**src/rtl/cell_out_sched.sv**
```systemverilog
// Cell output scheduler: round-robin grant over four cell queues, streams one
// cell of CELL_BEATS 64-bit words per grant to a shared output data bus.
module cell_out_sched #(
   parameter int CELL_BEATS = 8
) (
   input  logic         clk,
   input  logic         reset,
   input  logic         sched_en,
   input  logic [3:0]   q_req,
   input  logic [3:0]   q_first,
   input  logic [3:0]   q_last,
   input  logic [11:0]  q_pad_num,
   input  logic [255:0] q_dout,
   output logic [3:0]   q_rd,
   input  logic [3:0]   o_cell_bp,
   output logic [3:0]   o_vaild,
   output logic         o_cell_first,
   output logic         o_cell_last,
   output logic [2:0]   o_pad_num_64,
   output logic [63:0]  pktout_data,
   output logic [3:0]   pktout_data_wr,
   output logic         err_underrun
);

   typedef enum logic {
      IDLE = 1'b0,
      XFER = 1'b1
   } state_t;

   localparam logic [3:0] LAST_BEAT = 4'(CELL_BEATS - 1);

   function automatic logic [3:0] onehot4(input logic [1:0] idx);
      return 4'b0001 << idx;
   endfunction

   state_t      state_q, state_d;
   logic [3:0]  beat_q, beat_d;
   logic [1:0]  g_q, g_d;
   logic [1:0]  last_g_q, last_g_d;
   logic        err_q, err_d;

   logic [3:0]  elig_s;
   logic [1:0]  pick_s;
   logic        found_s;
   logic [3:0]  q_rd_s;

   logic [3:0]  vaild_q;
   logic        first_q;
   logic        last_q;
   logic [2:0]  pad_q;
   logic [63:0] data_q;
   logic [3:0]  wr_q;

   // Round-robin search starting one past the previous winner.
   always_comb begin
      elig_s  = q_req & ~o_cell_bp;
      pick_s  = 2'd0;
      found_s = 1'b0;
      for (int k = 1; k <= 4; k++) begin
         if (!found_s && elig_s[last_g_q + 2'(k)]) begin
            pick_s  = last_g_q + 2'(k);
            found_s = 1'b1;
         end else begin
            found_s = found_s;
         end
      end
   end

   always_comb begin
      state_d  = state_q;
      beat_d   = beat_q;
      g_d      = g_q;
      last_g_d = last_g_q;
      err_d    = err_q;
      q_rd_s   = 4'b0000;
      case (state_q)
         IDLE: begin
            if (sched_en && found_s) begin
               g_d      = pick_s;
               last_g_d = pick_s;
               beat_d   = 4'd0;
               state_d  = XFER;
            end else begin
               state_d  = IDLE;
            end
         end
         XFER: begin
            // Pops continue even if the queue ran dry; the flag records it.
            q_rd_s = onehot4(g_q);
            if (!q_req[g_q]) begin
               err_d = 1'b1;
            end else begin
               err_d = err_q;
            end
            if (beat_q == LAST_BEAT) begin
               beat_d  = 4'd0;
               state_d = IDLE;
            end else begin
               beat_d  = beat_q + 4'd1;
            end
         end
         default: begin
            state_d = IDLE;
            beat_d  = 4'd0;
         end
      endcase
   end

   always_ff @(posedge clk) begin
      if (!reset) begin
         state_q  <= IDLE;
         beat_q   <= 4'd0;
         g_q      <= 2'd0;
         last_g_q <= 2'd3;
         err_q    <= 1'b0;
      end else begin
         state_q  <= state_d;
         beat_q   <= beat_d;
         g_q      <= g_d;
         last_g_q <= last_g_d;
         err_q    <= err_d;
      end
   end

   // Header is captured on the first beat so it lines up with the first data write.
   always_ff @(posedge clk) begin
      if (!reset) begin
         data_q  <= 64'd0;
         wr_q    <= 4'b0000;
         vaild_q <= 4'b0000;
         first_q <= 1'b0;
         last_q  <= 1'b0;
         pad_q   <= 3'd0;
      end else begin
         data_q <= q_dout[{g_q, 6'b000000} +: 64];
         wr_q   <= q_rd_s;
         if (state_q == XFER && beat_q == 4'd0) begin
            vaild_q <= onehot4(g_q);
            first_q <= q_first[g_q];
            last_q  <= q_last[g_q];
            pad_q   <= q_pad_num[int'(g_q) * 3 +: 3];
         end else begin
            vaild_q <= 4'b0000;
            first_q <= 1'b0;
            last_q  <= 1'b0;
            pad_q   <= 3'd0;
         end
      end
   end

   assign q_rd           = q_rd_s;
   assign o_vaild        = vaild_q;
   assign o_cell_first   = first_q;
   assign o_cell_last    = last_q;
   assign o_pad_num_64   = pad_q;
   assign pktout_data    = data_q;
   assign pktout_data_wr = wr_q;
   assign err_underrun   = err_q;

endmodule
```
**config.mk**
```make
export PLATFORM = sky130hd
export DESIGN_NAME = cell_out_sched
export DESIGN_NICKNAME = d
export VERILOG_FILES = /design/src/rtl/cell_out_sched.sv
export SDC_FILE = /design/constraint.sdc
export NUM_CORES = 1
export LEC_CHECK = 0
export CAP_MARGIN = 15
export CORE_AREA = 2 2 145 147
export CTS_BUF_LIST = sky130_fd_sc_hd__clkbuf_16
export CTS_CLUSTER_SIZE = 20
export DETAILED_ROUTE_END_ITERATION = 10
export DIE_AREA = 0 0 147 149
export PLACE_DENSITY = 0.56
export SYNTH_ARGS = -nofsm -noshare
export SYNTH_HDL_FRONTEND = slang
export SYNTH_SLANG_ARGS = --single-unit
```
**constraint.sdc**
```tcl
create_clock -name clk -period 3.6 [get_ports clk]
set_clock_uncertainty 0.1 [all_clocks]
set_input_delay 0.54 -clock clk [delete_from_list [all_inputs] [get_ports clk]]
set_output_delay 0.54 -clock clk [all_outputs]
set_load 0.01 [all_outputs]
```
=== Word-level counts from Yosys, hierarchy flattened ===
Cells that the tools add are included.

* RAM bits: 0
* ROM bits: 0
* Input port bits: 287
* Register bits: 87
* Latch bits: 0
* Memories: 0

* Shift-type cells: 3
* Muxes and demuxes: 29
* Equality and inequality tests: 2
* Multipliers: 1
* Bitwise operators: 4
* Reduce and logical (&&, ||, !) cells: 12
* Add/sub/neg operators: 4
* Order comparisons: 5
* Divide/modulo/power cells: 0

{| class="wikitable"
|+ Operator list
! kind !! count
|-
| 256-bit by 9-bit variable part select with 64-bit output || 1
|-
| 2-bit by 3-bit < comparator with 1-bit output, second input constant || 5
|-
| 1-bit binary-select mux with 2-bit select || 7
|-
| 1-bit 2-to-1 mux || 13
|-
| 4-bit 2-to-1 mux || 3
|-
| 12-bit by 5-bit variable part select with 3-bit output || 1
|-
| 2-bit 2-to-1 mux || 4
|-
| 4-bit case mux with 2 select lines || 1
|-
| 2-bit AND reduction || 3
|-
| 1-bit logical AND || 5
|-
| 2-bit adder, second input constant || 2
|-
| 4-bit by 1-bit adder with 4-bit output, second input constant || 1
|-
| 4-bit AND || 1
|-
| 4-bit by 3-bit == test with 1-bit output, second input constant || 1
|-
| 4-bit zero test || 1
|-
| 2-bit by 2-bit multiplier with 4-bit output, second input constant || 1
|-
| 4-bit inverter || 1
|-
| 1-bit by 2-bit left shift with 4-bit output, first input constant || 1
|-
| 1-bit zero test || 3
|-
| 2-bit by 1-bit adder with 2-bit output, second input constant || 1
|-
| 2-bit inequality test, second input constant || 1
|-
| 1-bit inverter || 2
|-
| 1-bit case mux with 2 select lines || 1
|}

=== Logic depth before layout (Yosys ltp) ===
* Depth in word-level cells: 17
* Mapped depth: 5
* Gate-level depth less buffers: 4

=== Least setup slack after synthesis ===
No wires, ideal clock.

* Path kind: input to register
* Start: input o_cell_bp[2]
* End: register last_g_q[0]
* Stages on the path: 4
* Arrival time: 1.498 ns
* Setup time: 0.132 ns
* Path buffers: 0
* Required time: 3.368 ns
* Slack: 1.870 ns
* Path through: and2b_1 -> o21ai_0 -> a2111oi_2 -> o31ai_1

* Longest elaborated chain between the ends: 16
* Elaborated cells on any way between the ends: 26
* Classes of those cells: mux (16); bitwise (2); reduce/logical (8)

{| class="wikitable"
|+ Ends and longest elaborated chain
! element !! RTL line !! source
|-
| start: declaration || 15 || <nowiki>input logic [3:0] o_cell_bp,</nowiki>
|-
| 4-bit inverter * || 56 || <nowiki>elig_s = q_req & ~o_cell_bp;</nowiki>
|-
| 4-bit AND * || 56 ||
|-
| 1-bit binary-select mux with 2-bit select || 60 || <nowiki>if (!found_s && elig_s[last_g_q + 2'(k)]) begin</nowiki>
|-
| 1-bit 2-to-1 mux (implied by the code) || 60 ||
|-
| 1-bit 2-to-1 mux || 60 ||
|-
| 1-bit zero test || 60 ||
|-
| 1-bit logical AND || 60 ||
|-
| 1-bit 2-to-1 mux || 60 ||
|-
| 1-bit zero test || 60 ||
|-
| 1-bit logical AND || 60 ||
|-
| 1-bit 2-to-1 mux || 60 ||
|-
| 1-bit zero test || 60 ||
|-
| 1-bit logical AND || 60 ||
|-
| 1-bit 2-to-1 mux || 60 ||
|-
| 1-bit logical AND || 78 || <nowiki>if (sched_en && found_s) begin</nowiki>
|-
| 2-bit AND reduction (no line) || -- ||
|-
| end signal: assignment || 120 || <nowiki>last_g_q <= last_g_d;</nowiki>
|-
| end: declaration || 39 || <nowiki>logic [1:0] last_g_q, last_g_d;</nowiki>
|}

Mark *: on every way between the ends. The rest lies on a longest branch, timed or not. The select of a mux whose other input is x is not followed.
A chain may end at the register's enable or synchronous reset.

=== Final worst setup path ===
* Start: register g_q[0]
* End: output q_rd[2]

* Longest elaborated chain between the ends: 2

{| class="wikitable"
|+ Ends and longest elaborated chain
! element !! RTL line !! source
|-
| start: declaration || 38 || <nowiki>logic [1:0] g_q, g_d;</nowiki>
|-
| start signal: assignment || 119 || <nowiki>g_q <= g_d;</nowiki>
|-
| 1-bit by 2-bit left shift with 4-bit output || 33 || <nowiki>return 4'b0001 << idx;</nowiki>
|-
| 4-bit 2-to-1 mux || 76 || <nowiki>case (state_q)</nowiki>
|-
| end: declaration || 14 || <nowiki>output logic [3:0] q_rd,</nowiki>
|}

No other way between the ends.

==> results.json <==
{
  "status": "complete, no violations",
  "cts_sinks": 87,
  "wl_met3_um": 1290,
  "clk-insertion-delay-late_ns": 0.34,
  "crit_type": "reg2out",
  "coreArea_mm2": 0.0206,
  "m1WireLength_um": 7530,
  "clkTransAtPathRegs_ns": 0.06,
  "r2r-end": "o_cell_first",
  "die_x_um": 147,
  "drv_slew": 0,
  "ff2ff_setup_slack_ns": 1.39,
  "drv_cap": 0,
  "vias": 4240,
  "ant_nets": 0,
  "post_cts_resized": 0,
  "synthTopCellsByArea": "dfxtp_1, mux4_2, and2_1",
  "wl_per_cell_um": 20.3,
  "min_path_cells": 1,
  "syn_area_mm2": 0.00438,
  "rsz0062_at_grt": "false",
  "grt_max_degree": 72,
  "cp-end-kind": "primary output",
  "cts_hold_buf": 0,
  "start_util": 0.213,
  "io_pins": 369,
  "cts.path.max_buffers": 2,
  "fp.dieH_um": 149,
  "power.density_mw_per_mm2": 345,
  "whs_endpoint": "err_underrun",
  "synthArstFlopShare": 0,
  "dp_hpwl_um": 16000,
  "min_from": "err_underrun",
  "crit_required_ns": 2.96,
  "tightestPinTransition_ns": 0.694,
  "synth_seq_area_share": 0.398,
  "yosysMostFrequentCell": "dfxtp_1",
  "synth_flop_cell": "dfxtp_1",
  "syn_nets": 613,
  "finalCriticalPeriod_ns": 2.57,
  "worst_hold_path_type": "reg2reg",
  "drive_above_1_share": 0.136,
  "r2r_cells": 3,
  "cts_setup_buffers": 0,
  "place.gp.congestion": 0.990,
  "synth_area_leader_cell": "dfxtp_1",
  "h-tree-depth": 3,
  "cts_tree": "yes",
  "num_rows": 53,
  "drc_errors": 0,
  "postLayoutCoreUtil": 0.416,
  "top_layer_used": "met4",
  "r2r_start": "g_q[0]",
  "drt_pass1_iterations": 4,
  "cts_root_buf": "clkbuf_16",
  "timing.fmax_mhz": 390,
  "yosys_warnings": 0,
  "arrival_ns": 1.93,
  "start_kind": "flip-flop",
  "slew_headroom": 0.538,
  "path_max_fanout": 29,
  "drt_iter0_drc": 111,
  "wl_met2_um": 10100,
  "vdd_drop_max_mv": 0.211,
  "numCtsBuffers": 9,
  "setup-tns-final_ns": 0,
  "synth-edff-count": 0,
  "die-area_mm2": 0.0219,
  "overflow": 0,
  "wirelength_um": 19500,
  "area_growth_pct": 95.4,
  "leakagePower_nw": 3.04,
  "antenna_found_initial": 0,
  "grt_pass1_wl_um": 28500,
  "postSynthCellCount": 324,
  "layout.nets": 970,
  "via_per_inst": 4.41,
  "setup_viol": 0,
  "synth.top_cells.by_count": "dfxtp_1, mux4_2, and2_1, nor2_1, nand2_1",
  "grt.total_usage": 0.176,
  "grt_pass1_vias": 4529,
  "synth-seq-cells": 87,
  "synth_area_per_cell_um2": 13.5,
  "synth_cell_types": 32,
  "port_buffers": 368,
  "yosys.area.top_type_share": 0.398,
  "finalCritPeriodShare": 0.713,
  "hold_viol": 0
}
## layer usage
metal / track usage / vias up
li1: - / 1931
met1: 0.208 / 2080
met2: 0.308 / 194
met3: 0.0443 / 35
met4: 0.0683 / 0
met5: 0 / -
## worst max path at each step
| stage | depth (start not counted) | end | startpoint |
|---|---|---|---|
| after global routing | 3 | q_rd[3] | g_q[0] |
| after CTS | 3 | q_rd[3] | g_q[0] |
| after floorplan | 4 | last_g_q[0] | o_cell_bp[2] |
| after global placement | 3 | o_cell_first | g_q[0] |
| after detailed placement | 5 | beat_q[2] | o_cell_bp[2] |
| final | 4 | q_rd[2] | g_q[0] |
## cells in the final DEF (no fill, tap or decap), types with 2 or more instances in the layout
| cell type | netlist | routed |
|---|---|---|
| a2111oi_2 | 2 | 2 |
| a21oi_1 | 4 | 4 |
| and2_1 | 65 | 65 |
| and2b_1 | 2 | 2 |
| and3_1 | 5 | 5 |
| buf_4 | 0 | 4 |
| bufinv_16 | 0 | 2 |
| clkbuf_16 | 0 | 9 |
| clkdlybuf4s50_1 | 0 | 367 |
| clkinv_1 | 0 | 2 |
| dfxtp_1 | 87 | 85 |
| dfxtp_4 | 0 | 2 |
| ha_1 | 2 | 2 |
| inv_1 | 7 | 8 |
| mux4_2 | 70 | 70 |
| nand2_1 | 11 | 11 |
| nand2b_1 | 4 | 4 |
| nand3_1 | 2 | 2 |
| nor2_1 | 12 | 12 |
| nor2b_1 | 3 | 3 |
| nor3_1 | 5 | 5 |
| o211ai_1 | 2 | 2 |
| o21ai_0 | 3 | 3 |
| o31ai_1 | 2 | 2 |
## critical path, stage by stage, from the launching register on
cell	delay, ns
dfxtp_4	0.68
inv_1	0.14
nand2_1	0.19
nor2_1	0.08
clkdlybuf4s50_1	0.49
## cell families (layout without fill, tap and decap cells)
| group | count (synthesis) | after routing | synth area share |
|---|---|---|---|
| buf+inv | 33 | 395 | 0.0514 |
| compound gates | 22 | 22 | 0.0423 |
| other cells | 0 | 1 | 0 |
| fa+ha+maj | 2 | 2 | 0.00572 |
| mux | 70 | 70 | 0.360 |
| simple gates | 110 | 110 | 0.143 |
| flops | 87 | 87 | 0.398 |
## state kept, by name, summed over array words and instances (netlist names), 2 cells and up
name	count
beat_q	4
g_q	2
last_g_q	2
o_pad_num_64	3
o_vaild	4
pktout_data	64
pktout_data_wr	4
## cell type report
cell class	instances	area, um^2
Inverter	7	26.3
Clock inverter	7	87.6
Antenna cell	1	2.50
Sequential cell	87	1750
Multi-Input combinational cell	204	2410
Tap cell	275	344
Clock buffer	9	225
Timing Repair Buffer	372	3710
Fill cell	1948	12000
## power breakdown
group	switching, mW	internal [mW]
registers	0.0497	1.04
logic	0.257	0.603
clock network	0.394	0.605
## through the flow
step / hold WS, ns / cells / area [um^2] / setup slack [ns] / power (mW)
global route: 0.412 / 961 / 8550 / 0.861 / 3.10
detailed placement: 0.361 / 945 / 8240 / 1.22 / 1.99
CTS: 0.378 / 961 / 8550 / 0.952 / 3.01
floorplan: 0.377 / 324 / 4380 / 1.87 / 1.48
finish: 0.370 / 962 / 8550 / 1.03 / 2.95
global placement: 0.355 / 945 / 8240 / 1.30 / 1.97
Power figures use the tool's default switching activity.
